[config.mk]
export PLATFORM = sky130hd
export DESIGN_NAME = deadtime_generator_flat
export DESIGN_NICKNAME = d
export VERILOG_FILES = /design/src/rtl/deadtime_pkg.sv /design/src/rtl/deadtime_generator_if.sv /design/src/rtl/dt_counter.sv /design/src/rtl/deadtime_generator.sv /design/src/flat_wrapper.sv
export SDC_FILE = /design/constraint.sdc
export NUM_CORES = 1
export LEC_CHECK = 0
export BUFFER_PORTS_ARGS = -buffer_cell sky130_fd_sc_hd__buf_4
export CORE_ASPECT_RATIO = 0.75
export CORE_MARGIN = 5
export CORE_UTILIZATION = 54
export CTS_CLUSTER_DIAMETER = 100
export DETAILED_ROUTE_END_ITERATION = 8
export PLACE_DENSITY = 0.83
export SYNTH_ARGS = -nofsm -noshare
export SYNTH_HDL_FRONTEND = slang
export SYNTH_HIERARCHICAL = 1
export SYNTH_SLANG_ARGS = --single-unit
export TNS_END_PERCENT = 5
[constraint.sdc]
create_clock -name clk -period 3.4 [get_ports clk]
set_input_delay 0 -clock clk [delete_from_list [all_inputs] [get_ports clk]]
set_output_delay 0 -clock clk [all_outputs]
set_load 0.1 [all_outputs]
[src/rtl/deadtime_pkg.sv]
// Shared types and defaults for the complementary gate-drive dead-time generator.
package deadtime_pkg;

    localparam int DT_WIDTH_DEFAULT = 8;
    localparam int DT_MIN_DEFAULT   = 1;

    typedef enum logic [2:0] {
        ST_IDLE    = 3'd0,
        ST_LS_ON   = 3'd1,
        ST_DEAD_LH = 3'd2,
        ST_HS_ON   = 3'd3,
        ST_DEAD_HL = 3'd4,
        ST_FAULT   = 3'd5
    } dt_state_e;

    function automatic logic is_dead(input dt_state_e s);
        return (s == ST_DEAD_LH) || (s == ST_DEAD_HL);
    endfunction

endpackage

[src/rtl/deadtime_generator_if.sv]
// Command/status bundle between the PWM source and the dead-time generator.
interface deadtime_generator_if
    import deadtime_pkg::*;
#(
    parameter int DT_WIDTH = DT_WIDTH_DEFAULT
) ();

    logic                en;
    logic                pwm_in;
    logic [DT_WIDTH-1:0] dead_cycles;
    logic                fault_in;
    logic                hs_out;
    logic                ls_out;
    logic                busy;
    logic                fault_out;

    modport master (
        output en, pwm_in, dead_cycles, fault_in,
        input  hs_out, ls_out, busy, fault_out
    );

    modport slave (
        input  en, pwm_in, dead_cycles, fault_in,
        output hs_out, ls_out, busy, fault_out
    );

endinterface

[src/rtl/dt_counter.sv]
// Loadable dead-interval down-counter; the load value is clamped to at least DT_MIN.
module dt_counter
    import deadtime_pkg::*;
#(
    parameter int DT_WIDTH = DT_WIDTH_DEFAULT,
    parameter int DT_MIN   = DT_MIN_DEFAULT
) (
    input  logic                clk,
    input  logic                rst,
    input  logic                load,
    input  logic [DT_WIDTH-1:0] load_val,
    input  logic                run,
    output logic                zero
);

    localparam logic [DT_WIDTH-1:0] MIN_VAL = DT_WIDTH'(DT_MIN);
    localparam logic [DT_WIDTH-1:0] ONE     = DT_WIDTH'(1);

    logic [DT_WIDTH-1:0] count_reg;
    logic [DT_WIDTH-1:0] count_next;
    logic [DT_WIDTH-1:0] load_clamped;

    always_comb begin
        load_clamped = (load_val < MIN_VAL) ? MIN_VAL : load_val;
        count_next   = count_reg;
        if (load) begin
            count_next = load_clamped;
        end else if (run && (count_reg != '0)) begin
            count_next = count_reg - ONE;
        end
    end

    always_ff @(posedge clk or posedge rst) begin
        if (rst) begin
            count_reg <= '0;
        end else begin
            count_reg <= count_next;
        end
    end

    // Asserted on the cycle whose decrement lands on 0, so the FSM leaves the
    // dead state on that same edge and the gap is exactly the loaded count.
    assign zero = (count_reg <= ONE);

endmodule

[src/rtl/deadtime_generator.sv]
// Complementary high/low gate drive with programmable dead time and fault shutdown.
// Define DEADTIME_FAULT_LATCH_EN to make the FAULT state sticky until rst.
module deadtime_generator
    import deadtime_pkg::*;
#(
    parameter int DT_WIDTH = DT_WIDTH_DEFAULT,
    parameter int DT_MIN   = DT_MIN_DEFAULT
) (
    input  logic                 clk,
    input  logic                 rst,
    deadtime_generator_if.slave  bus
);

    dt_state_e state_reg;
    dt_state_e state_next;

    logic hs_reg;
    logic hs_next;
    logic ls_reg;
    logic ls_next;
    logic fault_reg;
    logic fault_next;
    logic dead_active;

    logic cnt_load;
    logic cnt_run;
    logic cnt_zero;

    // Gates are registered from the current state: a single state can never
    // assert both, and an async reset clears them without waiting for a clock.
    always_ff @(posedge clk or posedge rst) begin
        if (rst) begin
            state_reg <= ST_IDLE;
            hs_reg    <= 1'b0;
            ls_reg    <= 1'b0;
            fault_reg <= 1'b0;
        end else begin
            state_reg <= state_next;
            hs_reg    <= hs_next;
            ls_reg    <= ls_next;
            fault_reg <= fault_next;
        end
    end

    always_comb begin
        state_next = state_reg;
        if (state_reg == ST_FAULT) begin
`ifdef DEADTIME_FAULT_LATCH_EN
            state_next = ST_FAULT;
`else
            state_next = bus.fault_in ? ST_FAULT : ST_IDLE;
`endif
        end else if (bus.fault_in) begin
            state_next = ST_FAULT;
        end else if (!bus.en) begin
            state_next = ST_IDLE;
        end else begin
            case (state_reg)
                ST_IDLE:    state_next = bus.pwm_in ? ST_DEAD_LH : ST_DEAD_HL;
                ST_LS_ON:   if (bus.pwm_in)  state_next = ST_DEAD_LH;
                ST_HS_ON:   if (!bus.pwm_in) state_next = ST_DEAD_HL;
                // Expiry wins over a late reversal; the reversal is then taken from the ON state.
                ST_DEAD_LH: begin
                    if (cnt_zero)         state_next = ST_HS_ON;
                    else if (!bus.pwm_in) state_next = ST_LS_ON;
                end
                ST_DEAD_HL: begin
                    if (cnt_zero)         state_next = ST_LS_ON;
                    else if (bus.pwm_in)  state_next = ST_HS_ON;
                end
                default:    state_next = ST_IDLE;
            endcase
        end
    end

    always_comb begin
        hs_next     = (state_reg == ST_HS_ON);
        ls_next     = (state_reg == ST_LS_ON);
        fault_next  = (state_reg == ST_FAULT);
        dead_active = is_dead(state_reg);
    end

    // Reload only on entry so dead_cycles changes mid-interval have no effect.
    assign cnt_load = is_dead(state_next) && (state_next != state_reg);
    assign cnt_run  = is_dead(state_reg);

    dt_counter #(
        .DT_WIDTH (DT_WIDTH),
        .DT_MIN   (DT_MIN)
    ) u_dt_counter (
        .clk      (clk),
        .rst      (rst),
        .load     (cnt_load),
        .load_val (bus.dead_cycles),
        .run      (cnt_run),
        .zero     (cnt_zero)
    );

    assign bus.hs_out    = hs_reg;
    assign bus.ls_out    = ls_reg;
    assign bus.busy      = dead_active;
    assign bus.fault_out = fault_reg;

endmodule

[src/flat_wrapper.sv]
// flat-port wrapper written by rule: the top's interface ports become plain ports
module deadtime_generator_flat import deadtime_pkg::*;
#(
    parameter int DT_WIDTH = DT_WIDTH_DEFAULT,
    parameter int DT_MIN   = DT_MIN_DEFAULT
)
  (clk, rst, bus_en, bus_pwm_in, bus_dead_cycles, bus_fault_in, bus_hs_out, bus_ls_out, bus_busy, bus_fault_out);
  deadtime_generator_if #(.DT_WIDTH(DT_WIDTH)) bus_i ();
  input  logic clk;
  input  logic rst;
  input wire logic [$bits(bus_i.en)-1:0] bus_en;
  input wire logic [$bits(bus_i.pwm_in)-1:0] bus_pwm_in;
  input wire logic [$bits(bus_i.dead_cycles)-1:0] bus_dead_cycles;
  input wire logic [$bits(bus_i.fault_in)-1:0] bus_fault_in;
  output wire logic [$bits(bus_i.hs_out)-1:0] bus_hs_out;
  output wire logic [$bits(bus_i.ls_out)-1:0] bus_ls_out;
  output wire logic [$bits(bus_i.busy)-1:0] bus_busy;
  output wire logic [$bits(bus_i.fault_out)-1:0] bus_fault_out;
  assign bus_i.en = bus_en;
  assign bus_i.pwm_in = bus_pwm_in;
  assign bus_i.dead_cycles = bus_dead_cycles;
  assign bus_i.fault_in = bus_fault_in;
  assign bus_hs_out = bus_i.hs_out;
  assign bus_ls_out = bus_i.ls_out;
  assign bus_busy = bus_i.busy;
  assign bus_fault_out = bus_i.fault_out;
  deadtime_generator #(.DT_WIDTH(DT_WIDTH), .DT_MIN(DT_MIN)) u_core (.clk(clk), .rst(rst), .bus(bus_i));
endmodule
## Yosys cells after proc, flatten, opt, wreduce, memory -nomap -nowiden

Cells that the tools add are included.

- Equality and inequality tests: 8
- Mux-type cells: 15
- $lt $le $gt $ge: 2
- Reductions and logical operators: 7
- $add $sub $neg: 1

Operators by type and width:

| cell | number |
|---|---|
| $mux 3 | 11 |
| $mux 8 | 3 |
| $pmux 3 s5 | 1 |
| $eq 3x2->1 const B | 3 |
| $eq 3x3->1 const B | 3 |
| $le 8x1->1 const B | 1 |
| $lt 8x1->1 const B | 1 |
| $reduce_bool 8->1 | 1 |
| $sub 8x1->8 const B | 1 |
| $eq 3x1->1 const B | 1 |
| $logic_not 3->1 | 1 |
| $ne 3x3->1 | 1 |
| $logic_and 1x1->1 | 2 |
| $logic_or 1x1->1 | 2 |
| $reduce_bool 2->1 | 1 |

- Logic and storage cells: 38
- Flip-flop bits (word level): 14
- Bits of input ports: 13
- Output and inout port bits: 4

## Depth between registers and ports, before layout

Gate-level depths: netlist (run 1).

- Word-level depth: 10
- Mapped depth: 12
- Depth with buffers taken out: 11

## Cells and area by module

Netlist (run 1), hierarchy kept.

Modules (own cells, without submodules):

| module | cells an instance | instances | sequential area each (µm²) | area each (µm²) |
|---|---|---|---|---|
| dt_counter | 68 | 1 | 200.2 | 608.1 |
| deadtime_generator | 36 | 1 | 150.1 | 341.6 |

## Least setup slack after synthesis (run 1)

OpenSTA, ideal clock, no wires.

- Path kind: flip-flop to flip-flop
- From: register u_core.state_reg[2]
- To: register u_core.u_dt_counter.count_reg[7]
- Required time: 3318 ps
- Buffers on the path: 0
- Clock period less this slack: 3756 ps
- Arrival: 3674 ps
- Library setup time: 82 ps
- Stages on the path, launching flop included: 6
- Setup slack: -356 ps
- Cell sequence: dfrtp_1 > or2b_1 > a21oi_1 > or4b_4 > or4_1 > a31oi_1

- Elaborated cells on any way between the ends: 25
- Classes of those cells: eq/ne (8); mux (11); reduce/logical (6)

RTL lines:

| item | RTL line | RTL |
|---|---|---|
| start, declared | deadtime_generator.sv:14 | `dt_state_e state_reg;` |
| start signal, assigned | deadtime_generator.sv:38 | `state_reg <= state_next;` |
| $eq 3x2->1 / $eq 3x3->1 (equally long branches) | n/a |  |
| $logic_or 1x1->1 * | n/a |  |
| via bus_busy | flat_wrapper.sv:17 | `output wire logic [$bits(bus_i.busy)-1:0] bus_busy;` |
| $logic_and 1x1->1 * | dt_counter.sv:28 | `end else if (run && (count_reg != '0)) begin` |
| $reduce_bool 2->1 (no line) * | n/a |  |
| end signal, assigned | dt_counter.sv:37 | `count_reg <= count_next;` |
| end, declared | dt_counter.sv:19 | `logic [DT_WIDTH-1:0] count_reg;` |

Mark *: on every way through the listed nets, which the timed path passes. The rest lies on a longest branch.
A chain may end at the register's enable or synchronous reset.

## Worst setup path after layout (run 1)

- From: register u_core.u_dt_counter.count_reg[0]
- To: register u_core.u_dt_counter.count_reg[6]

- Cells in the longest elaborated chain, start to end: 10
- Elaborated cells on any way between the ends: 18
- Classes of those cells: add/sub (1); order compare (1); eq/ne (3); mux (8); reduce/logical (5)

Ends and longest elaborated chain:

| item | RTL line | RTL |
|---|---|---|
| $le 8x1->1 * | dt_counter.sv:43 | `assign zero = (count_reg <= ONE);` |
| via u_core.cnt_zero | deadtime_generator.sv:27 | `logic cnt_zero;` |
| $mux 3 (on tied branches) | deadtime_generator.sv:68, deadtime_generator.sv:64 |  |
| $pmux 3 s5 * | deadtime_generator.sv:58 | `case (state_reg)` |
| $mux 3 * | deadtime_generator.sv:55 | `end else if (!bus.en) begin` |
| $mux 3 * | deadtime_generator.sv:53 | `end else if (bus.fault_in) begin` |
| $mux 3 * | deadtime_generator.sv:47 | `if (state_reg == ST_FAULT) begin` |
| $eq 3x2->1 / $eq 3x3->1 (equally long branches) | deadtime_pkg.sv:17 | `return (s == ST_DEAD_LH) \|\| (s == ST_DEAD_HL);` |
| $logic_or 1x1->1 | deadtime_pkg.sv:17 |  |
| $logic_and 1x1->1 * | deadtime_generator.sv:84 | `assign cnt_load = is_dead(state_next) && (state_next != state_reg);` |
| via u_core.cnt_load | deadtime_generator.sv:25 | `logic cnt_load;` |
| $mux 8 / $reduce_bool 2->1 (equally long branches) | n/a |  |

Mark *: on every way through the listed nets, which the timed path passes. The rest lies on a longest branch. The select of a mux whose other input is x is not followed.

==> results.yml, run 1 <==
timing:
  fin_crit_ps: 3028
  rsz0062_at_grt: "false"
  post-route-period-util_pct: 89.05
  tns_ps: 0
  max_freq_mhz: 330.3
  slew_viol_final: 0
  fin_skew_ps: 11.18
  maxSlewHeadroom_pct: 63.28
  setup_violations: 0
  hold_viol_final: 0
  max_slew.worst_pin.slew_ps: 545.8
  holdWs_ps: 30.91
placed_design:
  port_buffers: 16
  place_area_um2: 1071
  globalplace.congestion: 0.8935
  dp_hpwl_um: 1734
critical_path:
  critPathRequiredTime_ps: 3570
  worst-r2r-cell-count: 11
  crit_family: "simple AND/OR/NAND/NOR gates"
  endpoint_kind: "flop"
  arrival_ps: 3200
  path_cells: "inv_1 -> ha_1 -> nor2_1 -> nor4_1 -> and2b_1 -> o22ai_1 -> a31oi_1 -> and4b_1 -> clkinv_1 -> o311a_2 -> a221o_1"
  critical_path.max_stage_delay_ps: 530
  startpoint_type: "flop"
  cp_max_fo: 14
  crit_slowest_cell: "and4b_1"
  worstReg2RegEnd: "u_core/u_dt_counter/count_reg[6]"
  crit_buf_inv: 2
  rr_startpoint: "u_core/u_dt_counter/count_reg[0]"
  critPathKind: "flop to flop"
  reg2reg_slack_ps: 370
job:
  drv_cap: 0
layout:
  area_growth_pct: 23.98
  n_antenna_cell: 0
  largest_reg_flops: 8
  drive_above_1_share_pct: 22.83
  final_area_um2: 1177
  fin_nets: 144
  fillCellCount: 137
  fin_util_pct: 68.94
logic_synthesis:
  syn_nets: 120
  yosysMostFrequentCell: "dfrtp_1"
  yosys-top-cells-count: "dfrtp_1, nor2_1, nor3_1"
  synth.avg_cell_area_um2: 9.131
  synthArstFlopShare_pct: 100.0
  synth_seq_cells: 14
  synth_top_area_cell: "dfrtp_1"
  ys_seq_area_share_pct: 36.89
  ys_types: 44
  synth_edf_count: 0
  syn_inst: 104
  yosys-top-cells-area: "dfrtp_1, nor3_1, ha_1"
  ys_warn_count: 6
  synthFlopType: "dfrtp_1"
  synth_area_um2: 949.7
  synth_top_area_share_pct: 36.89
global_routing:
  grt_use_met2_pct: 28.73
  grt_use_met1_pct: 25.09
  grtUsageTotal_pct: 18.69
  antenna_found_initial: 0
  grt_max_degree: 15
  grt_busiest_layer: "met2"
  grt_overflow: 0
  first_global_vias: 804
  grt_util_met3_pct: 5.322
  grt_pass1_wl_um: 3677
floorplanning:
  chipHeight_um: 46.32
  dieWidth_um: 58.43
  start_util_pct: 55.60
  ios: 17
  core_area_um2: 1708
  rows: 13
  dieArea_um2: 2706
pwr:
  switching_share_pct: 39.55
  p_sw_uw: 247.0
  leakage_uw: 0.0005111
  power_density_nw_per_um2: 530.4
  p_int_uw: 377.5
  power_frac_comb_pct: 36.5
  peakVddDrop_mv: 0.3238
  power.share.clock_pct: 19.7
  pwr-share-seq_pct: 43.8
clock_tree:
  numCtsBuffers: 3
  cts_setup_buffers: 0
  clkLatencyLatePin_ps: 290
  ctsHtreeMaxLevel: 1
  clockRootBuffer: "clkbuf_4"
  clkSinkCount: 14
  clockBufferDepth: 2
  cts_resized: 0
  clkTransAtPathRegs_ps: 100
  cts_tree: "done"
drt:
  first_iter_violations: 64
  drtPass1Iterations: 4
  totalWireLength_um: 2337
  via_per_inst: 6.188
  wire_per_inst_um: 15.68
  num_vias: 922
  drc: 0
  ant_nets: 0
hold_path:
  hold_depth: 3
  holdPathEnd: "u_core/u_dt_counter/count_reg[7]"
  min_path_type: "primary input to flop"
  min_from: "bus_dead_cycles[7]"
run_status:
  status: "finished, final reports clean"
## what timing repair did
action,CTS,global route
hold endpoints to repair,21,0
endpoints found under the setup margin,0,0
hold buffers,7,0
## metrics by stage
| stage | instances | power (µW) | worst slack (ps) |
|---|---|---|---|
| after floorplan | 104 | 439.4 | 374.0 |
| after global placement | 138 | 480.2 | 550.4 |
| after detailed placement | 138 | 489.6 | 463.7 |
| after CTS | 149 | 625.7 | 427.5 |
| after global routing | 149 | 668.6 | 178.5 |
| final | 149 | 624.5 | 372.2 |
## worst max-delay path by stage
| stage | from | end | slack, ps | cells after the start |
|---|---|---|---|---|
| 3_5_place_dp | u_core/u_dt_counter/count_reg[3] | u_core/u_dt_counter/count_reg[0] | 460 | 9 |
| 5_1_grt | u_core/u_dt_counter/count_reg[0] | u_core/u_dt_counter/count_reg[6] | 180 | 11 |
| 4_1_cts | u_core/u_dt_counter/count_reg[3] | u_core/u_dt_counter/count_reg[0] | 430 | 9 |
| 3_3_place_gp | u_core/u_dt_counter/count_reg[3] | u_core/u_dt_counter/count_reg[0] | 550 | 9 |
| 2_1_floorplan | u_core/state_reg[1] | u_core/u_dt_counter/count_reg[7] | 370 | 6 |
| 6_report | u_core/u_dt_counter/count_reg[0] | u_core/u_dt_counter/count_reg[6] | 370 | 11 |
## cells in the final DEF, fill, tap and decap left out, types with 5 or more instances in the layout
| master | count |
|---|---|
| inv_1 | 5 |
| nor3_1 | 8 |
| dlygate4sd3_1 | 7 |
| nand2_1 | 5 |
| nor2_1 | 8 |
| nand2b_1 | 5 |
| buf_4 | 16 |
| a31oi_1 | 5 |
| o21ai_0 | 5 |
| dfrtp_1 | 14 |
## worst register-to-register path: cells and delay by family (launching register included)
family                     cells  cell delay [ps]
AOI/OAI and AO/OA              4              770
adders and majority gates      1              240
and+or+nand+nor                4              960
DFF                            1              440
buffers and inverters          2              490
## cell type report
cell class	instances	area [µm²]	area share, %
Timing Repair Buffer	23	190.2	16.15
Clock buffer	4	36.28	3.082
Inverter	7	26.28	2.232
Multi-Input combinational cell	79	546.8	46.44
Sequential cell	14	350.3	29.76
Tap cell	22	27.53	2.338
## cell families (layout without fill, tap and decap cells)
kind of cell               count (synthesis)  count (layout)  synth area share, %
AOI/OAI and AO/OA                         29              29                22.27
xor gates and xnor gates                   2               2                1.845
adders and majority gates                  3               3                3.953
buffers and inverters                     11              34                5.928
DFF                                       14              14                36.89
and+or+nand+nor                           45              45                29.12
## power groups by stage
stage	clock network (µW)	logic, µW	registers [µW]
floorplan	0	176	263
CTS	128	226	272
global placement	0	211	269
finish	123	228	273
detailed placement	0	218	272
global route	140	248	281
## layer usage
layer	wire length, µm	part of all wire [%]
met1	1021	44
met2	1068	46
met3	235	10
met4	12	0.51
met5	0	0
(Power assumes the default switching activity.)
==> run 2, diff against run 1 <==
--- a/config.mk
+++ b/config.mk
@@ -11,6 +11,7 @@
 export CORE_UTILIZATION = 54
 export CTS_CLUSTER_DIAMETER = 100
 export DETAILED_ROUTE_END_ITERATION = 8
+export HOLD_SLACK_MARGIN = 0.1
 export PLACE_DENSITY = 0.83
 export SYNTH_ARGS = -nofsm -noshare
 export SYNTH_HDL_FRONTEND = slang
==> run 2 against run 1 <==
- clock skew grew 2.2 ps
- critical path type unchanged
- total power rose by 2.3%
- sequential share of layout area down 1.4 points
- flip-flop and latch count unchanged
- utilization grew 3.5 points
- largest cell class unchanged
- highest routed layer unchanged
- non-clock buffer count up 6
- final area increased by 5.1%
- register-to-register slack worse by 30 ps
- clock power increased by 3%
==> results.yml, run 2 (synthesized netlist as in run 1, its figures left out) <==
drt:
  totalWireLength_um: 2669
  via_per_inst: 6.187
  first_iter_violations: 70
  ant_nets: 0
  drtPass1Iterations: 4
  wire_per_inst_um: 17.22
  num_vias: 959
  drc: 0
pwr:
  peakVddDrop_mv: 0.3273
  total_power_uw: 638.6
  leakage_uw: 0.0005344
  power_density_nw_per_um2: 516.1
clock_tree:
  ctsHtreeMaxLevel: 1
  clkTransAtPathRegs_ps: 100
  cts_tree: "done"
  clockBufferDepth: 2
  cts_setup_buffers: 0
  clkLatencyLatePin_ps: 300
  clkSinkCount: 14
  numCtsBuffers: 3
  clockRootBuffer: "clkbuf_4"
  cts_resized: 0
hold_path:
  min_path_type: "primary input to async pin"
floorplanning:
  start_util_pct: 55.60
  dieWidth_um: 58.43
  dieArea_um2: 2706
  ios: 17
  chipHeight_um: 46.32
  rows: 13
  core_area_um2: 1708
timing:
  fin_crit_ps: 3053
  fin_skew_ps: 13.40
  setup_violations: 0
  maxSlewHeadroom_pct: 64.55
  max_slew.worst_pin.slew_ps: 526.8
  tns_ps: 0
  post-route-period-util_pct: 89.79
  max_freq_mhz: 327.6
  slew_viol_final: 0
  hold_viol_final: 0
  rsz0062_at_grt: "false"
layout:
  drive_above_1_share_pct: 21.80
  largest_reg_flops: 8
  register_area_um2: 350.3
  fillCellCount: 124
  fin_cells: 155
  final_common_cell: "buf_4"
  final_cell_mix: "buf_4, dfrtp_1, dlygate4sd3_1, nor3_1, nor2_1"
  fin_nets: 150
  area_growth_pct: 30.30
  n_antenna_cell: 0
  multi_input_area_um2: 546.8
critical_path:
  startpoint_type: "flop"
  endpoint_kind: "flop"
  critPathRequiredTime_ps: 3570
  critPathKind: "flop to flop"
  arrival_ps: 3230
  cp_max_fo: 14
global_routing:
  grt_overflow: 0
  grtUsageTotal_pct: 21.72
  antenna_found_initial: 0
  first_global_vias: 873
  grt_pass1_wl_um: 4264
  grt_max_degree: 15
placed_design:
  dp_hpwl_um: 1734
  dpl.cell_count: 138
  port_buffers: 16
  globalplace.congestion: 0.8935
run_status:
  status: "finished, final reports clean"
job:
  drv_cap: 0
[run 2: cell types whose count changed in the layout (fill, tap and decap cells not counted)]
cell / previous run / this run
dlygate4sd3_1: 7 / 13
[run 2: through the flow]
step / util (%) / setup slack (ps) / hold slack (ps) / cell area (µm²)
6_report: 72.45 / 347.1 / 171.0 / 1237
5_1_grt: 72.45 / 126.0 / 194.5 / 1237
4_1_cts: 72.45 / 427.5 / 149.5 / 1237
3_5_place_dp: 62.71 / 463.7 / -57.24 / 1071
3_3_place_gp: 62.71 / 550.4 / -70.60 / 1071
2_1_floorplan: - / 374.0 / -209.0 / 953.4
[run 2: layer usage]
metal	GRT usage, %	share of wire [%]	vias up
li1	-	-	450
met4	6.944	0.45	0
met3	5.602	11	3
met1	29.38	41	446
met2	34.08	47	60
met5	0	0	-
[run 2: worst paths after layout]
path                       depth (start not counted)                              from                                to  slack, ps
hold reg to reg                                    1  u_core/u_dt_counter/count_reg[3]  u_core/u_dt_counter/count_reg[3]        610
setup reg to reg                                  11  u_core/u_dt_counter/count_reg[0]  u_core/u_dt_counter/count_reg[6]        350
max in group asynchronous                          3                               rst  u_core/u_dt_counter/count_reg[5]       2940
min in group clk                                   4                        bus_pwm_in               u_core/state_reg[1]        250
setup / recovery                                  11  u_core/u_dt_counter/count_reg[0]  u_core/u_dt_counter/count_reg[6]        350
hold / removal                                     3                               rst               u_core/state_reg[0]        170
[run 2: what timing repair did]
item | 4_1_cts | 5_1_grt
hold buffers | 13 | 0
endpoints found under the setup margin | 0 | 0
endpoints found under the hold margin | 25 | 0
[run 2: power breakdown]
part	leakage (µW)	total [µW]	internal, µW	switching (µW)
sequential	0.000167	275	208	67.1
combinational	0.000346	237	110	128
clock	0.0000210	127	65.3	61.4
[run 2: critical path, cell delays in order (launching register included)]
cell and delay, ps:
dfrtp_1 430, inv_1 100, ha_1 240, nor2_1 130, nor4_1 90, and2b_1 210, o22ai_1 70, a31oi_1 200
and4b_1 530, clkinv_1 410, o311a_2 250, a221o_1 260
[run 2: final cells by class]
class	instances	share of cell area, %
clock buffer	4	2.932
multi-input combinational	79	44.19
inverter	7	2.123
tap	22	2.224
timing repair buffer	29	20.22
sequential	14	28.31
